<file path="src/rtl/clk_counter_seq_pkg.sv">
// Shared types, register offsets and helpers for the clk_counter measurement sequencer.
// Latency: none, declarations only.
// Backpressure: none, declarations only.
`ifndef COUNT_STATUS
`define COUNT_STATUS 4'h0
`endif
`ifndef COUNT_0
`define COUNT_0 4'h1
`endif
`ifndef COUNT_1
`define COUNT_1 4'h2
`endif
`ifndef COUNT_2
`define COUNT_2 4'h3
`endif
`ifndef COUNT_3
`define COUNT_3 4'h4
`endif

package clk_counter_seq_pkg;

  // Width of the assembled measurement result: four count bytes.
  localparam int RES_W = 32;
  // Register bus address width (byte address bits [5:2]) and data width.
  localparam int ADR_W = 4;
  localparam int DAT_W = 8;

  // Register offsets of the counter slave.
  localparam logic [ADR_W-1:0] CNT_ADR_STATUS = `COUNT_STATUS;
  localparam logic [ADR_W-1:0] CNT_ADR_CNT0   = `COUNT_0;
  localparam logic [ADR_W-1:0] CNT_ADR_CNT1   = `COUNT_1;
  localparam logic [ADR_W-1:0] CNT_ADR_CNT2   = `COUNT_2;
  localparam logic [ADR_W-1:0] CNT_ADR_CNT3   = `COUNT_3;

  // STATUS write values: 1 holds the counter in clear, 0 releases and arms it.
  localparam logic [DAT_W-1:0] STATUS_CLEAR = 8'h01;
  localparam logic [DAT_W-1:0] STATUS_ARM   = 8'h00;

  // Sequencer states.
  typedef enum logic [3:0] {
    ST_IDLE = 4'd0,
    ST_CLR1 = 4'd1,
    ST_HOLD = 4'd2,
    ST_CLR0 = 4'd3,
    ST_WAIT = 4'd4,
    ST_RD0  = 4'd5,
    ST_RD1  = 4'd6,
    ST_RD2  = 4'd7,
    ST_RD3  = 4'd8,
    ST_DONE = 4'd9,
    ST_GAP  = 4'd10
  } seq_state_t;

  // One register-bus access as issued by the sequencer.
  typedef struct packed {
    logic             we;
    logic [ADR_W-1:0] adr;
    logic [DAT_W-1:0] dat;
  } bus_req_t;

  function automatic bus_req_t bus_wr(input logic [ADR_W-1:0] adr, input logic [DAT_W-1:0] dat);
    bus_req_t r;
    r.we  = 1'b1;
    r.adr = adr;
    r.dat = dat;
    return r;
  endfunction

  function automatic bus_req_t bus_rd(input logic [ADR_W-1:0] adr);
    bus_req_t r;
    r.we  = 1'b0;
    r.adr = adr;
    r.dat = '0;
    return r;
  endfunction

endpackage

</file>
<file path="src/rtl/clk_counter_seq_wb_master.sv">
// Single-access Wishbone engine: strobes while req is held, reports ack or timeout.
// Latency: strobe in the first req cycle (one idle cycle after a previous access), done on the ack cycle.
// Backpressure: waits on m_ack_i for up to ACK_TIMEOUT strobe cycles, then gives up with timeout.
module clk_counter_wb_master
  import clk_counter_seq_pkg::*;
#(
  parameter int ACK_TIMEOUT = 16
) (
  input  logic             clk_i,
  input  logic             rst_i,
  input  logic             req,
  input  logic             we,
  input  logic [ADR_W-1:0] adr,
  input  logic [DAT_W-1:0] wdat,
  output logic [DAT_W-1:0] rdat,
  output logic             ack_done,
  output logic             timeout,
  output logic [ADR_W-1:0] m_adr_o,
  output logic [DAT_W-1:0] m_dat_o,
  input  logic [DAT_W-1:0] m_dat_i,
  output logic             m_we_o,
  output logic             m_stb_o,
  input  logic             m_ack_i
);

  localparam int TW = (ACK_TIMEOUT > 1) ? $clog2(ACK_TIMEOUT) : 1;
  localparam logic [TW-1:0] TMO_LAST = TW'(ACK_TIMEOUT - 1);

  // gap_q forces one strobe-low cycle after every completed access, so a
  // request that stays asserted with a new address still sees a bus gap.
  logic          gap_q;
  logic [TW-1:0] tmo_cnt;

  // Pins are pure functions of the sequencer's registered request, so reset
  // removes the strobe immediately and idle drives all zeros.
  assign m_stb_o  = req & ~gap_q;
  assign m_we_o   = req & we;
  assign m_adr_o  = req ? adr : '0;
  assign m_dat_o  = (req & we) ? wdat : '0;
  assign rdat     = m_dat_i;

  assign ack_done = m_stb_o & m_ack_i;
  assign timeout  = m_stb_o & ~m_ack_i & (tmo_cnt == TMO_LAST);

  // Count strobe cycles of the current access; saturates, clears whenever strobe is low.
  always_ff @(posedge clk_i or posedge rst_i) begin
    if (rst_i) begin
      gap_q   <= 1'b0;
      tmo_cnt <= '0;
    end else begin
      gap_q <= ack_done | timeout;
      if (!m_stb_o) begin
        tmo_cnt <= '0;
      end else if (tmo_cnt != TMO_LAST) begin
        tmo_cnt <= tmo_cnt + 1'b1;
      end
    end
  end

endmodule

</file>
<file path="src/rtl/clk_counter_seq.sv">
// Measurement sequencer: clear, arm, wait window, read four count bytes, publish a 32-bit result.
// Latency: 2 writes + CLR_HOLD + max(window,1) + 4 reads (plus bus waits) from start_i to done_o.
// Backpressure: each bus access waits for m_ack_i; start_i is ignored while busy_o is high.
module clk_counter_seq
  import clk_counter_seq_pkg::*;
#(
  parameter int               ACK_TIMEOUT = 16,
  parameter int               CLR_HOLD    = 4,
  parameter int               WIN_W       = 16,
  parameter logic [ADR_W-1:0] ADR_STATUS  = CNT_ADR_STATUS,
  parameter logic [ADR_W-1:0] ADR_CNT0    = CNT_ADR_CNT0,
  parameter logic [ADR_W-1:0] ADR_CNT1    = CNT_ADR_CNT1,
  parameter logic [ADR_W-1:0] ADR_CNT2    = CNT_ADR_CNT2,
  parameter logic [ADR_W-1:0] ADR_CNT3    = CNT_ADR_CNT3
) (
  input  logic             clk_i,
  input  logic             rst_i,
  input  logic             start_i,
  input  logic             auto_i,
  input  logic             abort_i,
  input  logic [WIN_W-1:0] window_i,
  output logic             busy_o,
  output logic             done_o,
  output logic             err_o,
  output logic [RES_W-1:0] result_o,
  output logic [ADR_W-1:0] m_adr_o,
  output logic [DAT_W-1:0] m_dat_o,
  input  logic [DAT_W-1:0] m_dat_i,
  output logic             m_we_o,
  output logic             m_stb_o,
  input  logic             m_ack_i
);

  localparam int HOLD_W = (CLR_HOLD > 1) ? $clog2(CLR_HOLD) : 1;
  localparam logic [HOLD_W-1:0] HOLD_LAST = HOLD_W'(CLR_HOLD - 1);

  seq_state_t       state;
  logic             req_q;
  bus_req_t         breq_q;
  logic             abort_pend;
  logic [HOLD_W-1:0] hold_cnt;
  logic [WIN_W-1:0] win_cnt;
  logic [DAT_W-1:0] shadow0;
  logic [DAT_W-1:0] shadow1;
  logic [DAT_W-1:0] shadow2;

  logic [DAT_W-1:0] rdat;
  logic             ack_done;
  logic             timeout;

  clk_counter_wb_master #(
    .ACK_TIMEOUT (ACK_TIMEOUT)
  ) u_master (
    .clk_i    (clk_i),
    .rst_i    (rst_i),
    .req      (req_q),
    .we       (breq_q.we),
    .adr      (breq_q.adr),
    .wdat     (breq_q.dat),
    .rdat     (rdat),
    .ack_done (ack_done),
    .timeout  (timeout),
    .m_adr_o  (m_adr_o),
    .m_dat_o  (m_dat_o),
    .m_dat_i  (m_dat_i),
    .m_we_o   (m_we_o),
    .m_stb_o  (m_stb_o),
    .m_ack_i  (m_ack_i)
  );

  // Sequencer FSM with registered status outputs and bus request.
  // A bus request is raised in the same edge that enters a bus state, so the
  // strobe is already up in that state's first cycle. The window counter runs
  // down from max(window_i,1) and leaves at 1, and the hold counter leaves at
  // CLR_HOLD-1, so neither can wrap. The result is loaded in one edge from the
  // three shadow bytes plus the byte on the bus, so it never shows a mix of
  // old and new bytes.
  always_ff @(posedge clk_i or posedge rst_i) begin
    if (rst_i) begin
      state      <= ST_IDLE;
      busy_o     <= 1'b0;
      done_o     <= 1'b0;
      err_o      <= 1'b0;
      result_o   <= '0;
      req_q      <= 1'b0;
      breq_q     <= '0;
      abort_pend <= 1'b0;
      hold_cnt   <= '0;
      win_cnt    <= '0;
      shadow0    <= '0;
      shadow1    <= '0;
      shadow2    <= '0;
    end else begin
      done_o <= 1'b0;
      err_o  <= 1'b0;
      case (state)
        ST_IDLE: begin
          if (start_i && !abort_i) begin
            state  <= ST_CLR1;
            busy_o <= 1'b1;
            req_q  <= 1'b1;
            breq_q <= bus_wr(ADR_STATUS, STATUS_CLEAR);
          end
        end

        ST_CLR1, ST_CLR0, ST_RD0, ST_RD1, ST_RD2, ST_RD3: begin
          // An abort during an access is remembered and acted on once the access ends.
          if (abort_i) begin
            abort_pend <= 1'b1;
          end
          if (timeout) begin
            state      <= ST_IDLE;
            busy_o     <= 1'b0;
            req_q      <= 1'b0;
            breq_q     <= '0;
            abort_pend <= 1'b0;
            err_o      <= 1'b1;
          end else if (ack_done) begin
            if (abort_pend || abort_i) begin
              state      <= ST_IDLE;
              busy_o     <= 1'b0;
              req_q      <= 1'b0;
              breq_q     <= '0;
              abort_pend <= 1'b0;
            end else begin
              case (state)
                ST_CLR1: begin
                  state    <= ST_HOLD;
                  req_q    <= 1'b0;
                  breq_q   <= '0;
                  hold_cnt <= '0;
                end
                ST_CLR0: begin
                  state   <= ST_WAIT;
                  req_q   <= 1'b0;
                  breq_q  <= '0;
                  win_cnt <= (window_i == '0) ? WIN_W'(1) : window_i;
                end
                ST_RD0: begin
                  shadow0 <= rdat;
                  state   <= ST_RD1;
                  breq_q  <= bus_rd(ADR_CNT1);
                end
                ST_RD1: begin
                  shadow1 <= rdat;
                  state   <= ST_RD2;
                  breq_q  <= bus_rd(ADR_CNT2);
                end
                ST_RD2: begin
                  shadow2 <= rdat;
                  state   <= ST_RD3;
                  breq_q  <= bus_rd(ADR_CNT3);
                end
                ST_RD3: begin
                  result_o <= {rdat, shadow2, shadow1, shadow0};
                  done_o   <= 1'b1;
                  state    <= ST_DONE;
                  req_q    <= 1'b0;
                  breq_q   <= '0;
                end
                default: begin
                  state  <= ST_IDLE;
                  busy_o <= 1'b0;
                  req_q  <= 1'b0;
                  breq_q <= '0;
                end
              endcase
            end
          end
        end

        ST_HOLD: begin
          if (abort_i) begin
            state  <= ST_IDLE;
            busy_o <= 1'b0;
          end else if (hold_cnt == HOLD_LAST) begin
            state  <= ST_CLR0;
            req_q  <= 1'b1;
            breq_q <= bus_wr(ADR_STATUS, STATUS_ARM);
          end else begin
            hold_cnt <= hold_cnt + 1'b1;
          end
        end

        ST_WAIT: begin
          if (abort_i) begin
            state  <= ST_IDLE;
            busy_o <= 1'b0;
          end else if (win_cnt <= WIN_W'(1)) begin
            state  <= ST_RD0;
            req_q  <= 1'b1;
            breq_q <= bus_rd(ADR_CNT0);
          end else begin
            win_cnt <= win_cnt - 1'b1;
          end
        end

        ST_DONE: begin
          // An abort arriving with done cancels the automatic re-trigger.
          if (auto_i && !abort_i) begin
            state <= ST_GAP;
          end else begin
            state  <= ST_IDLE;
            busy_o <= 1'b0;
          end
        end

        ST_GAP: begin
          if (abort_i) begin
            state  <= ST_IDLE;
            busy_o <= 1'b0;
          end else begin
            state  <= ST_CLR1;
            req_q  <= 1'b1;
            breq_q <= bus_wr(ADR_STATUS, STATUS_CLEAR);
          end
        end

        default: begin
          state  <= ST_IDLE;
          busy_o <= 1'b0;
          req_q  <= 1'b0;
          breq_q <= '0;
        end
      endcase
    end
  end

endmodule

</file>
<file path="config.mk">
export PLATFORM = sky130hd
export DESIGN_NAME = clk_counter_seq
export DESIGN_NICKNAME = d
export VERILOG_FILES = /design/src/rtl/clk_counter_seq_pkg.sv /design/src/rtl/clk_counter_seq_wb_master.sv /design/src/rtl/clk_counter_seq.sv
export SDC_FILE = /design/constraint.sdc
export NUM_CORES = 1
export LEC_CHECK = 0
export ABC_AREA = 1
export CAP_MARGIN = 20
export CORE_MARGIN = 8
export CORE_UTILIZATION = 55
export DETAILED_ROUTE_END_ITERATION = 6
export DONT_BUFFER_PORTS = 1
export PLACE_DENSITY = 0.74
export REMOVE_ABC_BUFFERS = 1
export SYNTH_ARGS = -nofsm -noshare
export SYNTH_HDL_FRONTEND = slang
export SYNTH_SLANG_ARGS = --single-unit
</file>
<file path="constraint.sdc">
create_clock -name clk_i -period 9.1 [get_ports clk_i]
set_input_delay 1.82 -clock clk_i [delete_from_list [all_inputs] [get_ports clk_i]]
set_output_delay 1.82 -clock clk_i [all_outputs]
set_load 0.01 [all_outputs]
</file>
==> flow_metrics.env <==
export IMPL_r2r_end="win_cnt[0]"
export IMPL_clk_latency_ns=0.37
export IMPL_synthesis_area_sq_um=4710
export IMPL_synth_edf_count=0
export IMPL_reg2reg_slack_ns=5.82
export IMPL_yosysWarnings=0
export IMPL_drc=0
export IMPL_die_height_um=109
export IMPL_fin_cells=745
export IMPL_regToRegStartpoint="state[2]"
export IMPL_antenna_found_initial=0
export IMPL_cts_htree_levels=3
export IMPL_netlist_top_cells_area="dfrtp_1 (49%), nand2_1 (24%), nand3_1 (5.7%)"
export IMPL_arrival_ns=3.70
export IMPL_cts_made_buffers=9
export IMPL_yosysTopAreaCell="dfrtp_1"
export IMPL_fin_tns_setup_ns=0
export IMPL_core_sq_um=8260
export IMPL_crit_buf_inv=0
export IMPL_num_rows=33
export IMPL_slowest_stage="nor3_4"
export IMPL_min_path_type="reg -> reg"
export IMPL_drv_slew=0
export IMPL_wl_mm=10.9
export IMPL_pin_count=79
export IMPL_layout_cells_most_common="nand2_1"
export IMPL_ys_types=29
export IMPL_synth_top_area_share_pct=49.5
export IMPL_via_count=3952
export IMPL_clock_tree_buffer_depth=2
export IMPL_worst_setup_path_start_kind="input port"
export IMPL_synth_avg_cell_area_sq_um=7.36
export IMPL_vdd_drop_max_mv=0.125
export IMPL_synth_seq_cells=93
export IMPL_crit_family="simple AND/OR/NAND/NOR gates"
export IMPL_status="finished, final reports clean"
export IMPL_wl_per_cell_um=14.6
export IMPL_period_share_pct=37.9
export IMPL_final_layout_size_suffix_gt1_share_pct=5.16
export IMPL_crit_type="in -> reg"
export IMPL_fillers=774
export IMPL_placed_cells=728
export IMPL_n_antenna_cell=0
export IMPL_cts_tree="done"
export IMPL_reg2regPathDepth=10
export IMPL_fmax_mhz=290
export IMPL_final_min_clock_period_ns=3.45
export IMPL_viasPerCell=5.30
export IMPL_p_leak_nw=2.84
export IMPL_cts_setup_buffers=0
export IMPL_dr_pass1_iters=6
export IMPL_hold_depth=2
export IMPL_crit_fanout=27
export IMPL_clkTransAtPathRegs_ns=0.09
export IMPL_skew_ns=0.0148
export IMPL_drtIter0Drc=261
export IMPL_ys_flop_type="dfrtp_1"
export IMPL_die_w_um=109
export IMPL_async_reset_ff_share_pct=100
export IMPL_root_buffer="clkbuf_8"
export IMPL_holdCritStartpoint="breq_q[8]"
export IMPL_start_util_pct=57.0
export IMPL_clkSinkCount=93
export IMPL_cts_hold_fix_buffers=0
export IMPL_cts_resized=0
export IMPL_port_buffers=0
export IMPL_required_ns=9.35
export IMPL_endpoint_kind="flip-flop"
export IMPL_path_cells="nor2_1 > nand2_1 > nor3_4 > nand2_1 > nand2_1 > nand2_1"
export IMPL_grt_pass1_vias=3806
export IMPL_cpMostUsedCell="nand2_1"
export IMPL_cellPowerDensity_nw_per_um2=244
export IMPL_antenna_left=0
export IMPL_gp_congestion=0.942
export IMPL_grt_pass1_wl_mm=18.0
export IMPL_rsz0062_at_grt="no"
export IMPL_synth_seq_area_share_pct=49.5
export IMPL_nets=669
export IMPL_hold_path_end="breq_q[8]"
export IMPL_final_cell_mix="nand2_1 (296), dfrtp_1 (93), nor2_1 (54), nand3_1 (54), inv_1 (41)"
export IMPL_timing_slew_headroom_pct=32.0
export IMPL_synthesis_instances=639
export IMPL_cp_slowest_stage_delay_ns=0.77
export IMPL_grt_ovfl_total=0
export IMPL_finalHoldViolations=0
export IMPL_grt_max_degree=58
export IMPL_dp_hpwl_mm=7.94
export IMPL_syn_to_final_growth_pct=5.05
export IMPL_setup_viol=0
export IMPL_dieArea_sq_um=11800
export IMPL_tightest_slew_ns=1.01
export IMPL_postLayoutCoreUtil_pct=59.9
export IMPL_drv_cap=0
export IMPL_track_usage_pct=19.0
-- state kept, by name, indices dropped and copies added (netlist names), 2 cells and up --
| register | count |
|---|---|
| shadow2 | 8 |
| u_master.tmo_cnt | 4 |
| shadow1 | 8 |
| state | 4 |
| result_o | 32 |
| shadow0 | 8 |
| breq_q | 5 |
| hold_cnt | 2 |
| win_cnt | 16 |
-- stage by stage --
stage / power [mW] / worst slack [ns] / area [sq um] / hold WS [ns]
global placement: 0.926 / 5.08 / 4740 / 0.453
finish: 1.21 / 5.65 / 4940 / 0.481
CTS: 1.21 / 5.35 / 4930 / 0.482
floorplan: 0.841 / 4.86 / 4590 / 0.442
global route: 1.30 / 5.49 / 4940 / 0.498
detailed placement: 0.939 / 4.97 / 4740 / 0.459
-- cell type report --
class                   count  area, sq um  share of cell area (%)
flip-flops and latches     93         2330                    47.1
inverters                  46          174                    3.52
multi-input cells         483         2100                    42.5
repair buffers              2         22.5                   0.456
clock inverters             7         65.1                    1.32
well taps                 105          131                    2.66
clock buffers               9          124                    2.51
-- cells by family (layout without fill, tap and decap cells) --
kind of cell | Yosys count | after routing | synth area share [%]
simple gates | 424 | 424 | 36.8
flops | 93 | 93 | 49.5
buf+inv | 70 | 64 | 6.62
compound gates | 39 | 39 | 4.39
xor+xnor | 5 | 5 | 0.931
fa+ha+maj | 4 | 4 | 1.06
mux | 3 | 3 | 0.638
other cells | 1 | 8 | 0.0797
-- worst reg2reg max path: stages, from the launching register on --
cell,delay (ns)
dfrtp_1,0.43
inv_1,0.11
nor2_1,0.06
nand2_1,0.60
inv_1,0.49
nand3_1,0.26
nand2_1,0.07
nand2_1,0.53
inv_1,0.42
nand2_1,0.17
nand2_1,0.06
-- how the worst max path moves through the flow --
stage          startpoint           end  slack (ns)  cells past startpoint
6_report          abort_i    shadow0[7]        5.65                      6
5_1_grt           abort_i    shadow0[0]        5.49                      6
2_1_floorplan       rst_i    abort_pend        4.86                      1
3_3_place_gp      abort_i   result_o[0]        5.08                      6
3_5_place_dp      abort_i  result_o[25]        4.97                      6
4_1_cts           abort_i  result_o[21]        5.35                      6
-- report_power, final --
| group | switching (mW) | total [mW] | leakage (nW) | internal [mW] |
|---|---|---|---|---|
| sequential | 0.0716 | 0.551 | 1.26 | 0.479 |
| combinational | 0.264 | 0.386 | 1.48 | 0.122 |
| clock | 0.162 | 0.269 | 0.0995 | 0.107 |
| total | 0.498 | 1.21 | 2.84 | 0.708 |
-- synth_stat cells (2+ instances only) --
library cell  instances
nand4_1               7
xor2_1                5
nand2_1             296
o211ai_1              2
o21ai_0              26
inv_2                 4
nand3_1              54
buf_4                 9
ha_1                  4
dfrtp_1              93
a21oi_1               8
buf_2                12
nor2_1               54
or2_2                 4
inv_1                42
mux2i_1               3
nor4_1                2
clkbuf_1              3
-- metal layers --
| metal | track usage, % | routed length (um) | vias up |
|---|---|---|---|
| met5 | 0 | 0 | - |
| met4 | 7.62 | 148 | 0 |
| met3 | 5.59 | 872 | 15 |
| met2 | 30.7 | 5080 | 116 |
| met1 | 23.5 | 4810 | 1848 |
| li1 | - | - | 1973 |
(Power assumes the default switching activity.)
